===== config.mk =====
export PLATFORM = sky130hd
export DESIGN_NAME = uart_tx_arbiter
export DESIGN_NICKNAME = d
export VERILOG_FILES = /design/src/rtl/uart_tx_arbiter_pkg.sv /design/src/rtl/uart_tx_arbiter_rr_arbiter.sv /design/src/rtl/uart_tx_arbiter.sv
export SDC_FILE = /design/constraint.sdc
export NUM_CORES = 1
export LEC_CHECK = 0
export ABC_AREA = 1
export CORE_MARGIN = 2
export CORE_UTILIZATION = 42
export DETAILED_ROUTE_END_ITERATION = 10
export PLACE_DENSITY = 0.77
export SLEW_MARGIN = 20
export SYNTH_ARGS = -nofsm -noshare
export SYNTH_HDL_FRONTEND = slang
export SYNTH_SLANG_ARGS = --single-unit
export TNS_END_PERCENT = 20

===== constraint.sdc =====
create_clock -name clk -period 1.94 [get_ports clk]
set_input_delay 0.194 -clock clk [delete_from_list [all_inputs] [get_ports clk]]
set_output_delay 0.194 -clock clk [all_outputs]
set_load 0.01 [all_outputs]

===== src/rtl/uart_tx_arbiter_pkg.sv =====
// -----------------------------------------------------------------------------
// uart_pkg
// Shared types and helpers for the UART transmit arbiter.
//   arb_state_t : arbiter sequencing states
//   BYTE_W      : width of one transmitted byte
//   rr_next()   : modulo-n increment used to advance the round-robin pointer
// -----------------------------------------------------------------------------
package uart_pkg;

  localparam int BYTE_W = 8;

  typedef enum logic [1:0] {
    IDLE,
    START,
    WAIT_ACK,
    WAIT_DONE
  } arb_state_t;

  // Advance a round-robin pointer by one, wrapping back to zero at n.
  function automatic int unsigned rr_next(input int unsigned ptr, input int unsigned n);
    return (ptr + 32'd1 >= n) ? 32'd0 : ptr + 32'd1;
  endfunction

endpackage


===== src/rtl/uart_tx_arbiter_rr_arbiter.sv =====
// -----------------------------------------------------------------------------
// rr_arbiter
// Purely combinational rotating-priority arbiter. Searches upward from ptr,
// wrapping modulo N, and picks the first requester with req set.
// Ports:
//   req       in  N      request vector
//   ptr       in  IDX_W  index that currently holds highest priority
//   grant     out N      one-hot winner (all zero when nothing requests)
//   grant_idx out IDX_W  binary index of the winner (0 when nothing requests)
//   any_req   out 1      at least one request is present
// -----------------------------------------------------------------------------
module rr_arbiter #(
  parameter int N     = 4,
  parameter int IDX_W = $clog2(N)
) (
  input  logic [N-1:0]     req,
  input  logic [IDX_W-1:0] ptr,
  output logic [N-1:0]     grant,
  output logic [IDX_W-1:0] grant_idx,
  output logic             any_req
);

  logic [IDX_W:0]   sum;
  logic [IDX_W-1:0] idx;
  logic             found;

  // Walk the requesters starting at ptr. The extra sum bit lets ptr+k exceed
  // N-1 before the wrap is folded back, which keeps non-power-of-two N correct.
  always_comb begin
    grant     = '0;
    grant_idx = '0;
    any_req   = |req;
    found     = 1'b0;
    sum       = '0;
    idx       = '0;
    for (int k = 0; k < N; k++) begin
      sum = {1'b0, ptr} + (IDX_W+1)'(k);
      if (sum >= (IDX_W+1)'(N)) begin
        sum = sum - (IDX_W+1)'(N);
      end
      idx = sum[IDX_W-1:0];
      if (!found && req[idx]) begin
        found      = 1'b1;
        grant[idx] = 1'b1;
        grant_idx  = idx;
      end
    end
  end

endmodule


===== src/rtl/uart_tx_arbiter.sv =====
// -----------------------------------------------------------------------------
// uart_tx_arbiter
// Shares a single uart_tx serializer between NUM_REQ byte producers using
// round-robin arbitration over a valid/ready handshake per requester. After a
// byte is accepted the arbiter pulses tx_start, waits for tx_busy to rise and
// then fall before it will accept another byte. If tx_busy never rises within
// ACK_TIMEOUT cycles the byte is dropped and ack_err pulses.
// Ports:
//   clk        in  1            system clock
//   reset      in  1            asynchronous active-high reset
//   req_valid  in  NUM_REQ      requester i has a byte pending
//   req_data   in  NUM_REQ*8    requester i drives bits [8i+7:8i]
//   req_ready  out NUM_REQ      one-hot accept strobe (combinational)
//   grant_id   out clog2(N)     index of the last accepted requester
//   tx_start   out 1            one-cycle start pulse to uart_tx
//   tx_data    out 8            byte to uart_tx, held until the next accept
//   tx_busy    in  1            uart_tx busy
//   ctrl_busy  out 1            arbiter is not idle
//   ack_err    out 1            one-cycle pulse when tx_busy fails to rise
// -----------------------------------------------------------------------------
module uart_tx_arbiter
  import uart_pkg::*;
#(
  parameter int NUM_REQ     = 4,
  parameter int ACK_TIMEOUT = 8
) (
  input  logic                          clk,
  input  logic                          reset,
  input  logic [NUM_REQ-1:0]            req_valid,
  input  logic [NUM_REQ*BYTE_W-1:0]     req_data,
  output logic [NUM_REQ-1:0]            req_ready,
  output logic [$clog2(NUM_REQ)-1:0]    grant_id,
  output logic                          tx_start,
  output logic [BYTE_W-1:0]             tx_data,
  input  logic                          tx_busy,
  output logic                          ctrl_busy,
  output logic                          ack_err
);

  localparam int IDX_W = $clog2(NUM_REQ);
  localparam int CNT_W = (ACK_TIMEOUT > 2) ? $clog2(ACK_TIMEOUT) : 1;

  arb_state_t       state, state_nxt;
  logic [IDX_W-1:0] rr_ptr, rr_ptr_nxt;
  logic [IDX_W-1:0] grant_id_nxt;
  logic [BYTE_W-1:0] tx_data_nxt;
  logic             tx_start_nxt;
  logic             ack_err_nxt;
  logic [CNT_W-1:0] cnt, cnt_nxt, cnt_inc;

  logic [NUM_REQ-1:0] win_onehot;
  logic [IDX_W-1:0]   win_idx;
  logic               any_req;
  logic               accept;

  logic [BYTE_W-1:0] req_bytes [NUM_REQ];

  for (genvar g = 0; g < NUM_REQ; g++) begin : g_unpack
    assign req_bytes[g] = req_data[g*BYTE_W +: BYTE_W];
  end

  rr_arbiter #(
    .N     (NUM_REQ),
    .IDX_W (IDX_W)
  ) u_rr (
    .req       (req_valid),
    .ptr       (rr_ptr),
    .grant     (win_onehot),
    .grant_idx (win_idx),
    .any_req   (any_req)
  );

  assign accept    = (state == IDLE) && !tx_busy && any_req;
  assign ctrl_busy = (state != IDLE);

  // Ready is gated by reset as well, so a requester holding valid across a
  // reset never sees a ready strobe while the arbiter is being cleared.
  assign req_ready = ((state == IDLE) && !tx_busy && !reset) ? win_onehot : '0;

  // Next-state and registered-output logic. tx_start is registered on the
  // accept edge so it is high for exactly the START cycle; ack_err is
  // registered on the timeout edge so it is high for the first IDLE cycle.
  always_comb begin
    state_nxt    = state;
    rr_ptr_nxt   = rr_ptr;
    grant_id_nxt = grant_id;
    tx_data_nxt  = tx_data;
    tx_start_nxt = 1'b0;
    ack_err_nxt  = 1'b0;
    cnt_nxt      = cnt;
    cnt_inc      = cnt + CNT_W'(1);
    case (state)
      IDLE: begin
        if (accept) begin
          tx_data_nxt  = req_bytes[win_idx];
          grant_id_nxt = win_idx;
          rr_ptr_nxt   = IDX_W'(rr_next(32'(win_idx), NUM_REQ));
          tx_start_nxt = 1'b1;
          state_nxt    = START;
        end
      end
      START: begin
        cnt_nxt   = '0;
        state_nxt = WAIT_ACK;
      end
      WAIT_ACK: begin
        if (tx_busy) begin
          state_nxt = WAIT_DONE;
        end else if (cnt_inc == CNT_W'(ACK_TIMEOUT - 1)) begin
          // The byte is abandoned; the pointer already moved past it.
          ack_err_nxt = 1'b1;
          cnt_nxt     = '0;
          state_nxt   = IDLE;
        end else begin
          cnt_nxt = cnt_inc;
        end
      end
      WAIT_DONE: begin
        if (!tx_busy) begin
          state_nxt = IDLE;
        end
      end
      default: begin
        state_nxt = IDLE;
      end
    endcase
  end

  // State, pointer, latched byte and timeout counter.
  always_ff @(posedge clk or posedge reset) begin
    if (reset) begin
      state    <= IDLE;
      rr_ptr   <= '0;
      grant_id <= '0;
      tx_data  <= '0;
      tx_start <= 1'b0;
      ack_err  <= 1'b0;
      cnt      <= '0;
    end else begin
      state    <= state_nxt;
      rr_ptr   <= rr_ptr_nxt;
      grant_id <= grant_id_nxt;
      tx_data  <= tx_data_nxt;
      tx_start <= tx_start_nxt;
      ack_err  <= ack_err_nxt;
      cnt      <= cnt_nxt;
    end
  end

endmodule


Yosys cells after proc, flatten, opt, wreduce, memory -nomap -nowiden
Index checks and enable logic that the tools add are counted.
- logic and storage cells: 113
- flip-flop bits (word level): 19
- input port bits: 39
- reduce and logical (&&, ||, !) cells: 22
- equality and inequality tests: 8
- order comparisons: 14
- bitwise operators: 4
- add/subtract/negate cells: 9
- mux-type cells: 49
- operators by type and width (kind ; count):
    $mux 2 ; 13
    $mux 4 ; 5
    $bmux 8 s2 ; 1
    $mux 1 ; 16
    $mux 8 ; 2
    $ge 3x3->1 const B ; 5
    $lt 2x3->1 const B ; 4
    $or 4x4->4 ; 3
    $logic_and 1x1->1 ; 10
    $bmux 1 s2 ; 4
    $demux 1 s2 ; 4
    $ge 2x1->1 const B ; 4
    $pmux 2 s4 ; 1
    $sub 2x1->2 const B ; 4
    $add 2x1->3 const B ; 2
    $add 2x2->3 const B ; 2
    $mux 3 ; 2
    $ne 2x2->1 const B ; 3
    $pmux 3 s2 ; 1
    $logic_not 1->1 ; 5
    $eq 2x2->1 const B ; 2
    $reduce_and 2->1 ; 2
    $reduce_bool 2->1 ; 2
    $reduce_or 4->1 ; 1
    8 further kinds ; 8

Logic depth before layout (Yosys ltp)
Gate-level depths: netlist of run 1.
- depth in word-level cells: 18
- gate-level depth with buffers: 16
- mapped depth without buffers: 15

Hierarchy
From an unflattened synthesis of run 1, not the netlist that was laid out.
- cell total of the unflattened synthesis: 263
- area, all modules: 1732.9 um^2
- modules (own cells, without submodules) (module ; times used ; area an instance (um^2) ; cells an instance):
    uart_tx_arbiter ; 1 ; 1198.6 ; 180
    rr_arbiter ; 1 ; 534.3 ; 83

Least setup slack after synthesis of run 1
No wires, ideal clock.
- path type: register to register
- from: register rr_ptr[1]
- to: register tx_data[1]
- library setup time: 0.124 ns
- arrival: 1.971 ns
- setup slack: -0.155 ns
- stages on the path, launching flop included: 14
- clock period less this slack: 2.095 ns
- required time: 1.816 ns
- cell sequence: dfrtp_1 -> inv_2 -> ha_1 -> inv_1 -> nand3_1 -> nand2_1 -> nor2_4 -> nor2_2 -> nand2_8 -> nand2_4 -> buf_6 -> or2_0 -> nand3_1 -> nand3_1
- cells in the longest elaborated chain, start to end: 18
- elaborated cells on any way between the ends: 40
- those cells by class: add/sub (7); order compare (4); mux (22); bitwise (1); reduce/logical (6)
- RTL lines (what ; RTL line ; text):
    from (decl) ; uart_tx_arbiter.sv:44 ; logic [IDX_W-1:0] rr_ptr, rr_ptr_nxt;
    from (signal assigned) ; uart_tx_arbiter.sv:141 ; rr_ptr <= rr_ptr_nxt;
    parallel branches: the longest is 13 deep, another holds $add 2x1->3 ; - ;
    $mux 2 (*) ; uart_tx_arbiter_rr_arbiter.sv:42 ; if (!found && req[idx]) begin
    $not 2->3 (not written as such) (*) ; uart_tx_arbiter.sv:95 ; tx_data_nxt = req_bytes[win_idx];
    $bmux 8 s2 (*) ; uart_tx_arbiter.sv:95 ;
    $mux 8 (not written as such) (*) (2 in series) ; uart_tx_arbiter.sv:95 ;
    to (signal assigned) ; uart_tx_arbiter.sv:143 ; tx_data <= tx_data_nxt;
    to (decl) ; uart_tx_arbiter.sv:34 ; output logic [BYTE_W-1:0] tx_data,
Every way passes the cells marked *. The select of a mux whose other input is x is not followed.
A chain may end at the register's enable or synchronous reset.

Worst setup path after layout of run 1
- from: register rr_ptr[0]
- to: output req_ready[3]
- cells in the longest elaborated chain, start to end: 15
- elaborated cells on any way between the ends: 60
- those cells by class: add/sub (7); order compare (12); mux (28); bitwise (3); reduce/logical (10)
- RTL lines (what ; RTL line ; text):
    parallel branches: the longest is 13 deep, another holds $add 2x1->3 ; - ;
    $mux 4 (*) ; uart_tx_arbiter_rr_arbiter.sv:42 ;
    $mux 4 (*) ; uart_tx_arbiter.sv:78 ; assign req_ready = ((state == IDLE) && !tx_busy && !reset) ? win_onehot : '0;
    to (decl) ; uart_tx_arbiter.sv:31 ; output logic [NUM_REQ-1:0] req_ready,
Marked as above.

==> results of run 1 <==
[kinds of logic (layout without fill, tap and decap cells)]
group | after synthesis | count (layout) | share of synthesized area (%)
xor+xnor | 1 | 1 | 0.511
simple gates | 164 | 165 | 45.3
compound gates | 19 | 19 | 7.38
fa+ha+maj | 9 | 9 | 6.57
buf+inv | 52 | 140 | 12.5
flops | 19 | 19 | 27.8
[routing by layer]
metal,GRT usage [%],share of wire (%),vias to the layer above
met4,2.75,0.51,0
met3,3.95,6.2,4
met1,26.3,43,883
li1,-,-,1004
met5,0,0,-
met2,36.8,51,60
[area by class of cell]
type | count | share of cell area, %
Multi-Input combinational cell | 194 | 41.5
Timing Repair Buffer | 89 | 30.6
Sequential cell | 19 | 17.3
Inverter | 47 | 6.58
Tap cell | 50 | 2.27
Clock buffer | 3 | 1.50
Clock inverter | 1 | 0.272
[Yosys cell counts]
library cell | instances | share of area [%]
buf_4 | 1 | 0.44
nor2_2 | 5 | 1.8
nand3_1 | 41 | 12
a22oi_1 | 4 | 1.8
o22ai_1 | 1 | 0.37
or2_2 | 2 | 0.73
nor2_4 | 1 | 0.66
inv_2 | 3 | 0.66
nand2_1 | 91 | 20
clkbuf_1 | 2 | 0.44
o21a_1 | 1 | 0.44
a31o_2 | 1 | 0.51
or2_0 | 2 | 0.73
a21boi_1 | 1 | 0.44
nand2_2 | 3 | 1.1
nand2_8 | 1 | 1.2
inv_1 | 44 | 9.6
xor2_1 | 1 | 0.51
o211ai_1 | 3 | 1.3
a41oi_1 | 1 | 0.51
o21ai_0 | 5 | 1.5
buf_6 | 2 | 1.3
ha_1 | 9 | 6.6
dfrtp_1 | 19 | 28
nand4_1 | 1 | 0.37
nand2_4 | 3 | 2.0
nor2_8 | 1 | 1.2
a21oi_1 | 2 | 0.58
nor2_1 | 10 | 2.2
nand3_2 | 2 | 1.2
nor3_1 | 1 | 0.29
[timing repair]
| item | in CTS | in global routing |
|---|---|---|
| endpoints found under the setup margin | 16 | 16 |
| resized for setup | 36 | 15 |
| buffers inserted | 9 | 2 |
| pin swaps | 11 | 14 |
| gates cloned | 0 | 1 |
[flip-flops by register name, summed over array words and instances (netlist names)]
name	flops
grant_id	2
tx_data	8
rr_ptr	2
state	2
tx_start	1
ack_err	1
cnt	3
[worst max-delay path, stage by stage (launching register included)]
cell and delay [ns]:
dfrtp_2 0.44, inv_4 0.08, ha_4 0.22, inv_4 0.07, nand3_4 0.07, nand2_4 0.08, buf_6 0.10, nor2_4 0.04
a22oi_1 0.19, nand2_1 0.07, o21ai_1 0.13, inv_1 0.04, buf_2 0.13
[path summary, 6_finish.rpt]
path                            depth (start not counted)  slack (ns)        from           end
worst max-delay path                                   12       -0.18   rr_ptr[0]  req_ready[3]
worst min-delay path                                    3        0.29       reset      state[0]
worst max register to register                         15       -0.17   rr_ptr[0]    tx_data[3]
worst min register to register                          2        0.49  tx_data[5]    tx_data[5]
max in group asynchronous                               3        1.44       reset     rr_ptr[0]
min in group clk                                        2        0.49  tx_data[5]    tx_data[5]
[power breakdown]
group / switching, uW / internal, uW
clock: 136 / 145
combinational: 2270 / 2000
sequential: 102 / 577
[per-stage QoR]
stage          total power, uW  utilization, %  hold slack (ns)  cells  cell area (um^2)
2_1_floorplan             2940               -            0.145    264              1740
3_3_place_gp              4070            63.1            0.469    388              2510
3_5_place_dp              4110            63.1            0.464    388              2510
6_report                  5230            69.4            0.290    403              2760
4_1_cts                   4890            67.2            0.306    400              2670
5_1_grt                   5690            69.4            0.345    403              2760
==> metrics.cfg, run 1 <==
[clock_tree]
clk_pin_slew_worst_paths_ns = 0.08
cts_buffers = 3
cts_hold_repair.buffers = 0
cts_sinks = 19
cts_tree = done
root_buffer = clkbuf_8
h-tree-depth = 1
clockBufferDepth = 2
clkLatencyLatePin_ns = 0.26

[route]
drt_iter0_markers = 122
route.detailed.drc = 0
drt-pass1-iter-count = 4
via_per_inst = 4.84
antenna_left = 0
wire_per_inst_um = 11.3
vias = 1951
wl_um = 4540

[sta]
fmax_ghz = 0.472
fin_crit_ns = 2.12
max_slew_margin_pct = 77.0
setup_viol = 16
final-max-slew-violation-count = 0
finalClockSkew_ns = 0.00638
fin_tns_setup_ns = -1.65
worst_slew_pin_slew_ns = 0.341
setup_ws_ns = -0.178
fin_crit_sh_pct = 109
hold_viol = 0
rsz0062_at_grt = yes

[die]
die_y_um = 67.9
ioPinCount = 56
core-area_um2 = 3970
rows = 23
initial_core_util_pct = 43.1
dieArea_um2 = 4600
die_w_um = 67.9

[worst_setup_path]
arrival_ns = 1.92
required_ns = 1.75
cp_max_fo = 5
critPathKind = reg -> out
cp-end-kind = output port
start_kind = flip-flop

[final_layout]
antenna_cells = 0
final_cell_mix = 86 x nand2_1, 51 x clkdlybuf4s50_1, 42 x inv_1, 38 x nand3_1, 23 x buf_4
nFillCells = 341
multi_input_area_um2 = 1140
layout_commonest_cell = nand2_1
syn_to_final_growth_pct = 60.8
layout-drive-gt1-share_pct = 22.9
final-seq-area_um2 = 478
nets = 402

[outcome]
violations = negative setup slack
status = finished with violations

[global_routing]
grt_usage_pct = 20.6
antenna_found_initial = 0
grt_start_max_net_pins = 20
overflow = 0
grt_pass1_vias = 1764
grt_pass1_wl_um = 7460

[hold_path]
min_path_type = in -> async

[synthesis]
ys_seq_area_share_pct = 27.8
synthCells = 264
ys_types = 31
synth_warnings = 0
avgSynthCellArea_um2 = 6.49
synth-seq-cells = 19
synth_fp_nets = 312
netlist_area_um2 = 1710

[place]
port_buffers = 55
dp_hpwl_um = 3350
globalplace.congestion = 0.896
place_ws_ns = -0.334

[pwr]
p_leak_uw = 0.00147
ir_drop_v = 0.000804
p_per_area_nw_per_um2 = 1900

[job]
cap_violations = 0

(Power assumes the default switching activity.)
==> run 2: changes to the inputs <==
--- a/config.mk
+++ b/config.mk
@@ -7,9 +7,12 @@
 export LEC_CHECK = 0
 export ABC_AREA = 1
 export CORE_MARGIN = 2
-export CORE_UTILIZATION = 42
+export CORE_UTILIZATION = 43
+export CTS_BUF_LIST = sky130_fd_sc_hd__clkbuf_2
+export CTS_CLUSTER_DIAMETER = 60
 export DETAILED_ROUTE_END_ITERATION = 10
-export PLACE_DENSITY = 0.77
+export GPL_ROUTABILITY_DRIVEN = 0
+export PLACE_DENSITY = 0.79
 export SLEW_MARGIN = 20
 export SYNTH_ARGS = -nofsm -noshare
 export SYNTH_HDL_FRONTEND = slang
==> run 2 against run 1 <==
  * The flow still finishes with violations (negative setup slack)
  * Sequential cell count stayed put
  * Via count down 3.0%
  * Sequential power is essentially flat
  * Clock skew increased by 0.014 ns
  * Register-to-register slack about the same
==> metrics.cfg, run 2 (synthesis results as in run 1) <==
[outcome]
status = finished with violations
violations = negative setup slack

[place]
port_buffers = 55  ; unchanged
dpl.cell_count = 382  ; -1.5%
dp_hpwl_um = 3310  ; -1.1%

[sta]
max_slew_margin_pct = 75.3  ; -1.8 points
worst_slew_pin_slew_ns = 0.367  ; +0.0263 ns
fin_crit_sh_pct = 111  ; +1.3 points
fin_tns_setup_ns = -2.15  ; -0.505 ns
fmax_ghz = 0.466  ; -1.2%
setup_viol = 14  ; -2
final-max-slew-violation-count = 0  ; unchanged
hold_viol = 0  ; unchanged
rsz0062_at_grt = yes
fin_crit_ns = 2.14  ; +0.0253 ns
finalClockSkew_ns = 0.0200  ; +0.0136 ns
setup_ws_ns = -0.204  ; -0.0253 ns

[final_layout]
syn_to_final_growth_pct = 53.3
nFillCells = 337  ; -1.2%
final-seq-area_um2 = 478  ; unchanged
largest_register = tx_data
stdcell_count = 390  ; -3.2%
final_util_pct = 70.2  ; +0.78 points
antenna_cells = 0  ; unchanged
layout_commonest_cell = nand2_1
nets = 391  ; -2.7%
multi_input_area_um2 = 1150  ; +0.44%
reg_top3 = tx_data (8), cnt (3)
layout-drive-gt1-share_pct = 20.5  ; -2.5 points
final_cell_mix = 84 x nand2_1, 51 x clkdlybuf4s50_1, 43 x inv_1, 37 x nand3_1, 18 x buf_4
largest_reg_flops = 8  ; unchanged

[pwr]
p_per_area_nw_per_um2 = 1750  ; -7.7%
ir_drop_v = 0.000796  ; -0.93%
p_leak_uw = 0.00139  ; -5.4%

[die]
initial_core_util_pct = 45.8  ; +2.6 points
die_y_um = 67.1  ; -1.1%
rows = 22  ; -4.3%
die_w_um = 67.1  ; -1.1%
core-area_um2 = 3740  ; -5.7%
ioPinCount = 56  ; unchanged
dieArea_um2 = 4500  ; -2.2%

[clock_tree]
cts_sinks = 19  ; unchanged
clkLatencyLatePin_ns = 0.31  ; +0.05 ns
h-tree-depth = 1  ; unchanged
clk_pin_slew_worst_paths_ns = 0.19  ; +0.11 ns
cts_tree = done
clockBufferDepth = 2  ; unchanged
cts_buffers = 3  ; unchanged
root_buffer = clkbuf_2

[global_routing]
grt_pass1_wl_um = 7340  ; -1.6%
antenna_found_initial = 0  ; unchanged
grt_pass1_vias = 1745  ; -1.1%
grt_start_max_net_pins = 21  ; +5.0%
grt_usage_pct = 20.9  ; +0.31 points
overflow = 0  ; unchanged

[route]
wire_per_inst_um = 10.8  ; -3.9%
drt_iter0_markers = 103  ; -16%
wl_um = 4220  ; -7.0%
route.detailed.drc = 0  ; unchanged
vias = 1892  ; -3.0%
via_per_inst = 4.85  ; +0.21%
antenna_left = 0  ; unchanged
drt-pass1-iter-count = 4  ; unchanged

[worst_setup_path]
critPathKind = reg -> out
required_ns = 1.75  ; about the same
start_kind = flip-flop
cp_max_fo = 5  ; unchanged
crit_chain = inv_4 > ha_4 > nand3_2 > nand2_4 > buf_6 > nor2_4 > a22oi_2 > nand2_1 > o21ai_1 > inv_1 > buf_2
max_stage_delay_ns = 0.44  ; about the same
cp-end-kind = output port
arrival_ns = 1.95  ; +0.03 ns
cp_slowest_cell = dfrtp_2

[job]
cap_violations = 0  ; unchanged

[hold_path]
min_path_type = in -> async

-- run 2: cell types whose count changed in the layout (fill, tap and decap cells not counted), sizes merged --
cell	before	now
nand2	99	98
clkinv	0	1
buf	38	28
clkinvlp	1	0
-- run 2: path summary, 6_finish.rpt --
path / from / slack (ns) / cells past startpoint / to
worst min register to register: tx_data[7] / 0.52 / 2 / tx_data[7]
worst min-delay path: reset / 0.20 / 3 / state[1]
worst max register to register: rr_ptr[0] / -0.18 / 14 / tx_data[4]
worst max-delay path: rr_ptr[0] / -0.20 / 11 / req_ready[3]
max in group asynchronous: reset / 1.52 / 3 / grant_id[1]
min in group clk: req_data[9] / 0.51 / 5 / tx_data[1]
-- run 2: worst max-delay path, delay by kind of cell, from the launching register on --
kind	cells	cell delay [ns]
buf+inv	4	0.32
flops	1	0.44
fa+ha+maj	1	0.30
simple gates	4	0.34
compound gates	2	0.23
-- run 2: repair_timing --
item,CTS,global route
endpoints found under the hold margin,0,0
buffers inserted,4,0
gates resized for setup,25,23
endpoints found under the setup margin,16,16
pin swaps,4,8
hold buffers,0,0
-- run 2: stage by stage --
stage / total power (uW) / hold WS [ns] / area [um^2] / worst slack (ns)
2_1_floorplan: 2940 / 0.145 / 1740 / 0.00762
3_3_place_gp: 3910 / 0.476 / 2460 / -0.272
3_5_place_dp: 3950 / 0.476 / 2460 / -0.309
4_1_cts: 4320 / 0.208 / 2530 / -0.229
5_1_grt: 5040 / 0.220 / 2630 / -0.325
6_report: 4610 / 0.203 / 2630 / -0.204
-- run 2: area by class of cell --
type	instances	area share (%)
tap	48	2.29
timing repair buffer	79	28.2
clock inverter	1	0.191
clock buffer	3	0.572
multi-input combinational	193	43.7
sequential	19	18.2
inverter	47	6.91
-- run 2: per-layer routing --
metal	GRT usage (%)	part of all wire, %	vias up
met2	34.9	48	65
met3	4.56	6.1	8
li1	-	-	984
met5	0	0	-
met4	6.12	1.2	0
met1	26.9	45	835
-- run 2: power breakdown --
group	leakage, uW	internal [uW]	switching [uW]
Sequential	0.000236	574	108
Combinational	0.00114	1650	2110
Clock	0.0000164	46.7	119
